### src/rtl/pbus_io_ctrl.sv
// pbus_io_ctrl: parametrised PBus I/O controller.
//  Debounces buttons/switches, captures button rising edges and switch changes
//  in W1C registers, raises a masked registered irq, drives LEDs and the
//  seven-seg scanner, and serves a small register file over PBus with
//  programmable wait states.
// Ports:
//  clk, rst_l                     clock, async active-low reset
//  i_buttons/i_switches           raw pins (async)
//  o_leds/o_ssds                  LED drive, seven-seg drive
//  buttonsCOP/switchesCOP         debounced levels to the COP
//  ledsCOP/ssdsCOP/output_override COP takeover of LED/SSD outputs
//  PBusAddr/DataIn/DataOut/Req/BE/Rdy  CPU bus
//  irq                            masked capture interrupt

// One debounce lane: 2-flop synchroniser plus hold counter.
module pbus_io_deb #(
  parameter int DEB_CYCLES = 4
) (
  input  logic clk,
  input  logic rst_l,
  input  logic pin,
  output logic lvl,
  output logic tgl,   // level accepted a new value this edge
  output logic rise   // accepted value is a 0->1
);
  localparam int CW = $clog2(DEB_CYCLES) + 1;
  localparam logic [CW-1:0] CMAX = CW'(DEB_CYCLES - 1);

  logic s1, s2, stable;
  logic [CW-1:0] cnt;

  assign lvl  = stable;
  assign tgl  = (s2 != stable) && (cnt == CMAX);
  assign rise = tgl & s2;

  always_ff @(posedge clk or negedge rst_l) begin
    if (!rst_l) begin
      s1 <= 1'b0; s2 <= 1'b0; stable <= 1'b0; cnt <= '0;
    end else begin
      s1 <= pin;
      s2 <= s1;
      if (s2 != stable) begin
        if (cnt == CMAX) begin
          stable <= s2;
          cnt    <= '0;
        end else begin
          cnt <= cnt + 1'b1;
        end
      end else begin
        cnt <= '0;
      end
    end
  end
endmodule

// io_ssd: scans four digits; each digit is an 8-bit segment pattern.
//  ssds = {segments[7:0], 4'hF, anodes_l[3:0]}.
module io_ssd (
  input  logic        clk,
  input  logic        rst_l,
  input  logic [31:0] digits,
  output logic [15:0] ssds
);
  logic [17:0] scan;
  logic [1:0]  sel;

  assign sel  = scan[17:16];
  assign ssds = {digits[{sel, 3'b000} +: 8], 4'hF, ~(4'b0001 << sel)};

  always_ff @(posedge clk or negedge rst_l) begin
    if (!rst_l) scan <= '0;
    else        scan <= scan + 1'b1;
  end
endmodule

module pbus_io_ctrl #(
  parameter int N_LED       = 16,
  parameter int N_SW        = 16,
  parameter int N_BTN       = 5,
  parameter int DEB_CYCLES  = 4,
  parameter int WAIT_STATES = 1
) (
  input  logic             clk,
  input  logic             rst_l,
  input  logic [N_BTN-1:0] i_buttons,
  input  logic [N_SW-1:0]  i_switches,
  output logic [N_LED-1:0] o_leds,
  output logic [15:0]      o_ssds,
  output logic [N_BTN-1:0] buttonsCOP,
  output logic [N_SW-1:0]  switchesCOP,
  input  logic [N_LED-1:0] ledsCOP,
  input  logic [31:0]      ssdsCOP,
  input  logic             output_override,
  input  logic [5:1]       PBusAddr,
  input  logic [15:0]      PBusDataIn,
  output logic [15:0]      PBusDataOut,
  input  logic [1:0]       PBusReq,
  input  logic [1:0]       PBusBE,
  output logic             PBusRdy,
  output logic             irq
);
  typedef enum logic [1:0] {S_IDLE, S_WAIT, S_DONE} state_t;

  state_t     state, state_d;
  logic [3:0] wcnt, wcnt_d;
  logic       wr_q, wr_d;
  logic       wr_en;
  logic [15:0] wmask, w1c;

  logic [15:0]      ssd_lo, ssd_hi;
  logic [N_LED-1:0] leds;
  logic [N_BTN-1:0] btn_edge, btn_mask, btn_rise, btn_tgl, btn_clr;
  logic [N_SW-1:0]  sw_chg, sw_tgl, sw_rise, sw_clr;
  logic             sw_ie;

  // Debounce lanes
  pbus_io_deb #(.DEB_CYCLES(DEB_CYCLES)) u_btn_deb [N_BTN-1:0] (
    .clk(clk), .rst_l(rst_l), .pin(i_buttons),
    .lvl(buttonsCOP), .tgl(btn_tgl), .rise(btn_rise));
  pbus_io_deb #(.DEB_CYCLES(DEB_CYCLES)) u_sw_deb [N_SW-1:0] (
    .clk(clk), .rst_l(rst_l), .pin(i_switches),
    .lvl(switchesCOP), .tgl(sw_tgl), .rise(sw_rise));

  // Bus FSM
  always_comb begin
    state_d = state;
    wcnt_d  = wcnt;
    wr_d    = wr_q;
    case (state)
      S_IDLE: if (PBusReq[0]) begin
        state_d = S_WAIT;
        wcnt_d  = 4'(WAIT_STATES - 1);
        wr_d    = ~PBusReq[1];
      end
      S_WAIT: if (wcnt == 4'd0) state_d = S_DONE;
              else              wcnt_d  = wcnt - 1'b1;
      default: state_d = S_IDLE;
    endcase
  end

  always_ff @(posedge clk or negedge rst_l) begin
    if (!rst_l) begin
      state <= S_IDLE; wcnt <= '0; wr_q <= 1'b0;
    end else begin
      state <= state_d; wcnt <= wcnt_d; wr_q <= wr_d;
    end
  end

  assign PBusRdy = (state != S_WAIT);
  assign wr_en   = (state == S_WAIT) && (wcnt == 4'd0) && wr_q;
  assign wmask   = {{8{PBusBE[1]}}, {8{PBusBE[0]}}};
  assign w1c     = PBusDataIn & wmask;
  assign btn_clr = (wr_en && PBusAddr == 5'd5) ? N_BTN'(w1c) : '0;
  assign sw_clr  = (wr_en && PBusAddr == 5'd7) ? N_SW'(w1c)  : '0;

  function automatic logic [15:0] merge(input logic [15:0] old, input logic [15:0] din,
                                        input logic [15:0] m);
    return (old & ~m) | (din & m);
  endfunction

  // Register file; capture set has priority over a simultaneous W1C clear
  always_ff @(posedge clk or negedge rst_l) begin
    if (!rst_l) begin
      ssd_lo <= '0; ssd_hi <= '0; leds <= '0; btn_mask <= '0; sw_ie <= 1'b0;
      btn_edge <= '0; sw_chg <= '0; irq <= 1'b0;
    end else begin
      if (wr_en) begin
        case (PBusAddr)
          5'd0: ssd_lo   <= merge(ssd_lo, PBusDataIn, wmask);
          5'd1: ssd_hi   <= merge(ssd_hi, PBusDataIn, wmask);
          5'd2: leds     <= N_LED'(merge(16'(leds), PBusDataIn, wmask));
          5'd8: btn_mask <= N_BTN'(merge(16'(btn_mask), PBusDataIn, wmask));
          5'd9: if (PBusBE[0]) sw_ie <= PBusDataIn[0];
          default: ;
        endcase
      end
      btn_edge <= (btn_edge & ~btn_clr) | btn_rise;
      sw_chg   <= (sw_chg & ~sw_clr) | sw_tgl;
      irq      <= (|(btn_edge & btn_mask)) | ((|sw_chg) & sw_ie);
    end
  end

  // Combinational read mux
  always_comb begin
    PBusDataOut = '0;
    case (PBusAddr)
      5'd0: PBusDataOut = ssd_lo;
      5'd1: PBusDataOut = ssd_hi;
      5'd2: PBusDataOut = 16'(leds);
      5'd4: PBusDataOut = 16'(buttonsCOP);
      5'd5: PBusDataOut = 16'(btn_edge);
      5'd6: PBusDataOut = 16'(switchesCOP);
      5'd7: PBusDataOut = 16'(sw_chg);
      5'd8: PBusDataOut = 16'(btn_mask);
      5'd9: PBusDataOut = {15'd0, sw_ie};
      default: ;
    endcase
  end

  // Switch rising edges carry no extra meaning; any transition is a change.
  logic unused_sw_rise;
  assign unused_sw_rise = ^sw_rise;

  assign o_leds = output_override ? ledsCOP : leds;

  io_ssd u_io_ssd (
    .clk(clk), .rst_l(rst_l),
    .digits(output_override ? ssdsCOP : {ssd_hi, ssd_lo}),
    .ssds(o_ssds));
endmodule
### config.mk
export PLATFORM = sky130hd
export DESIGN_NAME = pbus_io_ctrl
export DESIGN_NICKNAME = d
export VERILOG_FILES = /design/src/rtl/pbus_io_ctrl.sv
export SDC_FILE = /design/constraint.sdc
export NUM_CORES = 1
export LEC_CHECK = 0
export CAP_MARGIN = 5
export CORE_MARGIN = 2
export CORE_UTILIZATION = 35
export DETAILED_ROUTE_END_ITERATION = 16
export PLACE_DENSITY = 0.57
export SYNTH_ARGS = -nofsm -noshare
export SYNTH_HDL_FRONTEND = slang
export SYNTH_SLANG_ARGS = --single-unit
### constraint.sdc
create_clock -name clk -period 2.71 [get_ports clk]
set_input_delay 0.271 -clock clk [delete_from_list [all_inputs] [get_ports clk]]
set_output_delay 0.271 -clock clk [all_outputs]
set_load 0.05 [all_outputs]
* Word level (Yosys, flattened, before mapping)
Cells that the tools add are included.
** Storage, ports and cells
- Register bits after elaboration :: 227
- Output and inout port bits :: 71
- Input port bits :: 97
** Operators by class
- Reductions and logical operators :: 60
- Shift operators :: 2
- Bitwise logic cells :: 26
- Add/subtract/negate cells :: 23
- Muxes and demuxes :: 53
- Eq/ne operators :: 55
** Operators with widths (count)
- one-hot mux 16 bit (9 select lines) :: 1
- 2-to-1 mux 3 bit :: 42
- AND 16 bit :: 5
- bitwise OR 16 bit :: 4
- adder 3 x 1 -> 3 bit, second input constant :: 21
- == test 3 x 2 -> 1 bit, second input constant :: 21
- AND reduction 2 bit :: 27
- 2-to-1 mux 16 bit :: 2
- 2-to-1 mux 32 bit :: 1
- inverter 16 bit :: 2
- variable part select 32 x 6 -> 8 bit :: 1
- logical AND 1 bit :: 25
- inequality test 1 bit :: 21
- == test 5 x 3 -> 1 bit, second input constant :: 4
- adder 18 x 1 -> 18 bit, second input constant :: 1
- OR reduction 16 bit :: 1
- AND 5 bit :: 3
- == test 5 x 4 -> 1 bit, second input constant :: 2
- bitwise OR 5 bit :: 2
- 2-to-1 mux 4 bit :: 2
- one-hot mux 4 bit (2 select lines) :: 1
- AND 1 bit :: 6
- AND reduction 3 bit :: 2
- == test 5 x 1 -> 1 bit, second input constant :: 1
- 18 further kinds :: 21

* Longest topological paths before layout
- Word-level depth :: 8
- Gate-level depth with buffers :: 8
- Depth with buffers taken out :: 6

* Cells and area by module
A second synthesis with hierarchy kept.
** Unflattened totals
- Cell total of the unflattened synthesis :: 807
- Area total of the unflattened synthesis :: 10553.9 um2
** By module, submodules not included
- pbus_io_deb :: area each 231.5 um2, sequential area each 150.1 um2, cells an instance 15, times used 21
- pbus_io_ctrl :: area each 4660.7 um2, sequential area each 2077.0 um2, cells an instance 413, times used 1
- io_ssd :: area each 1032.2 um2, sequential area each 450.4 um2, cells an instance 79, times used 1

* Worst setup path after synthesis
OpenSTA, ideal clock, no wires.
- Path type :: input -> output
- Start :: in PBusAddr[3] (netlist name)
- End :: out PBusDataOut[3]
- Stages :: 5
- Path buffers :: 2
- Arrival time :: 1865 ps
- Required time :: 2439 ps
- Slack :: 574 ps
- Cell sequence :: clkbuf_1 > buf_1 > mux2_2 > a221oi_1 > nand3_1
** On the way
- Word-level cells in the longest chain between the ends :: 2
- Elaborated cells on any way between the ends :: 10
** RTL lines
- from (decl) :: line 94 : input logic [5:1] PBusAddr,
- == test 5 x 4 -> 1 bit, or another cell as far along :: line 186 : case (PBusAddr)
- one-hot mux 16 bit (9 select lines) (*) :: line 186
- to (decl) :: line 96 : output logic [15:0] PBusDataOut,
Mark *: on every way between the ends. The rest lies on a longest branch, timed or not.

* Final worst setup path
- Start :: in PBusAddr[3] (netlist name)
- End :: out PBusDataOut[5]
The elaborated chain is that of the path after synthesis.

==> out/metrics.csv <==
metric,value,unit
insertion_delay,0.53,ns
grt.total_usage,17.3,%
fmax,395,MHz
netlist_instances,795,
vias_per_cell,4.87,
cellLeakagePower,6.01,nW
ys_dominant_reg_cell,dfrtp_1,
fill_cells,2626,
ys_ff_latch,227,
drtIter0Drc,348,
gp_routability_congestion,0.810,
via_count,6765,
initial_core_util,35.6,%
hold_path_depth,1,
fin_total_pwr,10.8,mW
cts_max_path_buffers,3,
cp_data_arrival_time,2.26,ns
critPathKind,primary input to primary output,
yosysUniqueCellTypes,48,
start_kind,primary input,
core,28700,um^2
fin_tns_setup,0,ns
whs_endpoint,u_sw_deb[12].s1,
rsz0062_at_grt,false,
dp_hpwl,19.5,mm
wl_per_cell,18.8,um
seq_area_frac_synth,55.6,%
overflow,0,
grt_pass1_vias,7007,
cts_tree,done,
portBuffers,163,
power.density,804,nW/um^2
cts.clk_slew.worst_paths,0.06,ns
vdd_drop_max,460,uV
dr.pass1.iters,5,
routed_wl,26.1,mm
root_buffer,clkbuf_16,
fin_crit,2.53,ns
r2r-start,wcnt[0],
die_y,175,um
cts_buffers,26,
setup_viol,0,
regArea,5680,um^2
synth_top_area_share,55.6,%
hold_viol,0,
nets,1105,
cap_violations,0,
worst_setup_path_end_kind,primary output,
synth_area_leaders,"dfrtp_1 (56%), mux2_2 (12%), mux4_2 (3.7%)",
yosysMostFrequentCell,dfrtp_1,
drive_gt1_share,24.3,%
synth_edf_count,0,
yosysTopAreaCell,dfrtp_1,
whs,0.174,ns
num_io_pins,168,
antenna_left,0,
cts_max_level,1,
hold_class,primary input to flop,
path_max_fanout,10,
cts_sinks,227,
drv_slew,0,
required,2.44,ns
fin_crit_sh,93.3,%
die_w,175,um
relSlewSlack,61.4,%
outcome,"finished, final reports clean",
final.setup_skew,0.0104,ns
grt_pass1_wl,41.2,mm
final_core_util,46.7,%
syn_area_per_cell,12.9,um^2
syn_area,10200,um^2
grt_max_degree,66,
antenna_found_initial,0,
min-delay-start,i_switches[12],
multi_input_area,4190,um^2
tightestPinTransition,0.578,ns
rows,62,
r2r_setup_slack,0.45,ns
yosys_warnings,0,
yosys-top-cells-count,"dfrtp_1 (227), mux2_2 (108), nand2_1 (72)",
async_flop_share,100,%
reg2regPathDepth,7,
area_delta_synth_final,31.2,%
drcViolationCount,0,
die-area,30600,um^2
insertedDiodeCount,0,
timing repair:
item	in CTS	in global routing
hold buffers	1	0
buffers inserted	0	0
endpoints found under the setup margin	0	1
endpoints found under the hold margin	60	0
resized for setup	0	1
area by class of cell:
cell class,count,share of cell area (%)
Clock buffer,44,6.03
Tap cell,384,3.59
Sequential cell,227,42.4
Inverter,21,0.588
Multi-Input combinational cell,504,31.3
Clock inverter,4,0.233
Timing Repair Buffer,204,15.9
metal layers:
metal	vias to the layer above	routed length (um)	global-route usage [%]
met3	33	1480	3.07
met2	176	11900	27.2
met4	0	500	3.89
li1	3196	-	-
met5	-	0	0
met1	3360	12200	25.2
cell families after synthesis:
| group | after synthesis | synth area share [%] |
|---|---|---|
| AOI/OAI and AO/OA | 69 | 5.30 |
| xor gates and xnor gates | 45 | 3.86 |
| adders and majority gates | 24 | 2.94 |
| buffers and inverters | 67 | 3.52 |
| DFF | 227 | 55.6 |
| muxes | 131 | 16.3 |
| other | 1 | 0.0367 |
| and+or+nand+nor | 231 | 12.5 |
where the power goes:
part           switching (mW)  total, mW  internal [mW]
Combinational            1.54       2.80           1.25
Sequential              0.586       4.59           4.01
Clock                    1.36       3.38           2.02
Total                    3.49       10.8           7.28
critical path: stages:
cell and delay (ns):
clkdlybuf4s50_1 0.74, buf_4 0.23, buf_4 0.16, mux2_2 0.34
a22oi_1 0.17, nand2_1 0.16, buf_12 0.18
per-stage QoR:
step	cells	area (um^2)	setup WS, ns
after CTS	1388	13400	0.0184
after global routing	1388	13400	0.0821
after floorplan	798	10200	0.574
after global placement	1339	12500	0.168
final	1388	13400	0.181
after detailed placement	1339	12500	0.178
worst max-delay path by stage:
| stage | to | depth (start not counted) | startpoint |
|---|---|---|---|
| final | PBusDataOut[5] | 7 | PBusAddr[3] |
| after global routing | PBusDataOut[5] | 7 | PBusAddr[3] |
| after CTS | o_ssds[12] | 4 | u_io_ssd.scan[17] |
| after detailed placement | PBusDataOut[4] | 6 | PBusAddr[3] |
| after global placement | PBusDataOut[4] | 6 | PBusAddr[3] |
| after floorplan | PBusDataOut[3] | 5 | PBusAddr[3] |
layout by cell type, fill, tap and decap left out, types with 3 or more instances in the layout:
| cell type | instances |
|---|---|
| nor3_1 | 16 |
| ha_1 | 24 |
| a32o_1 | 15 |
| buf_12 | 20 |
| a22o_1 | 7 |
| o21ai_0 | 8 |
| nor2_1 | 29 |
| clkbuf_1 | 9 |
| clkbuf_8 | 9 |
| nand3b_1 | 5 |
| nor3_4 | 3 |
| clkinv_2 | 3 |
| and2_1 | 9 |
| nand4_1 | 4 |
| nand3_1 | 18 |
| nand2_1 | 72 |
| clkdlybuf4s50_1 | 137 |
| and3_1 | 13 |
| nor4_1 | 6 |
| xor2_1 | 26 |
| inv_1 | 21 |
| mux2_2 | 108 |
| buf_4 | 44 |
| nor2b_1 | 14 |
| dfrtp_1 | 226 |
| mux4_2 | 17 |
| nor3b_1 | 25 |
| mux2i_1 | 5 |
| conb_1 | 4 |
| xnor2_1 | 19 |
| nand2b_1 | 4 |
| clkbuf_16 | 26 |
| a22oi_1 | 29 |
(Power assumes the default switching activity.)
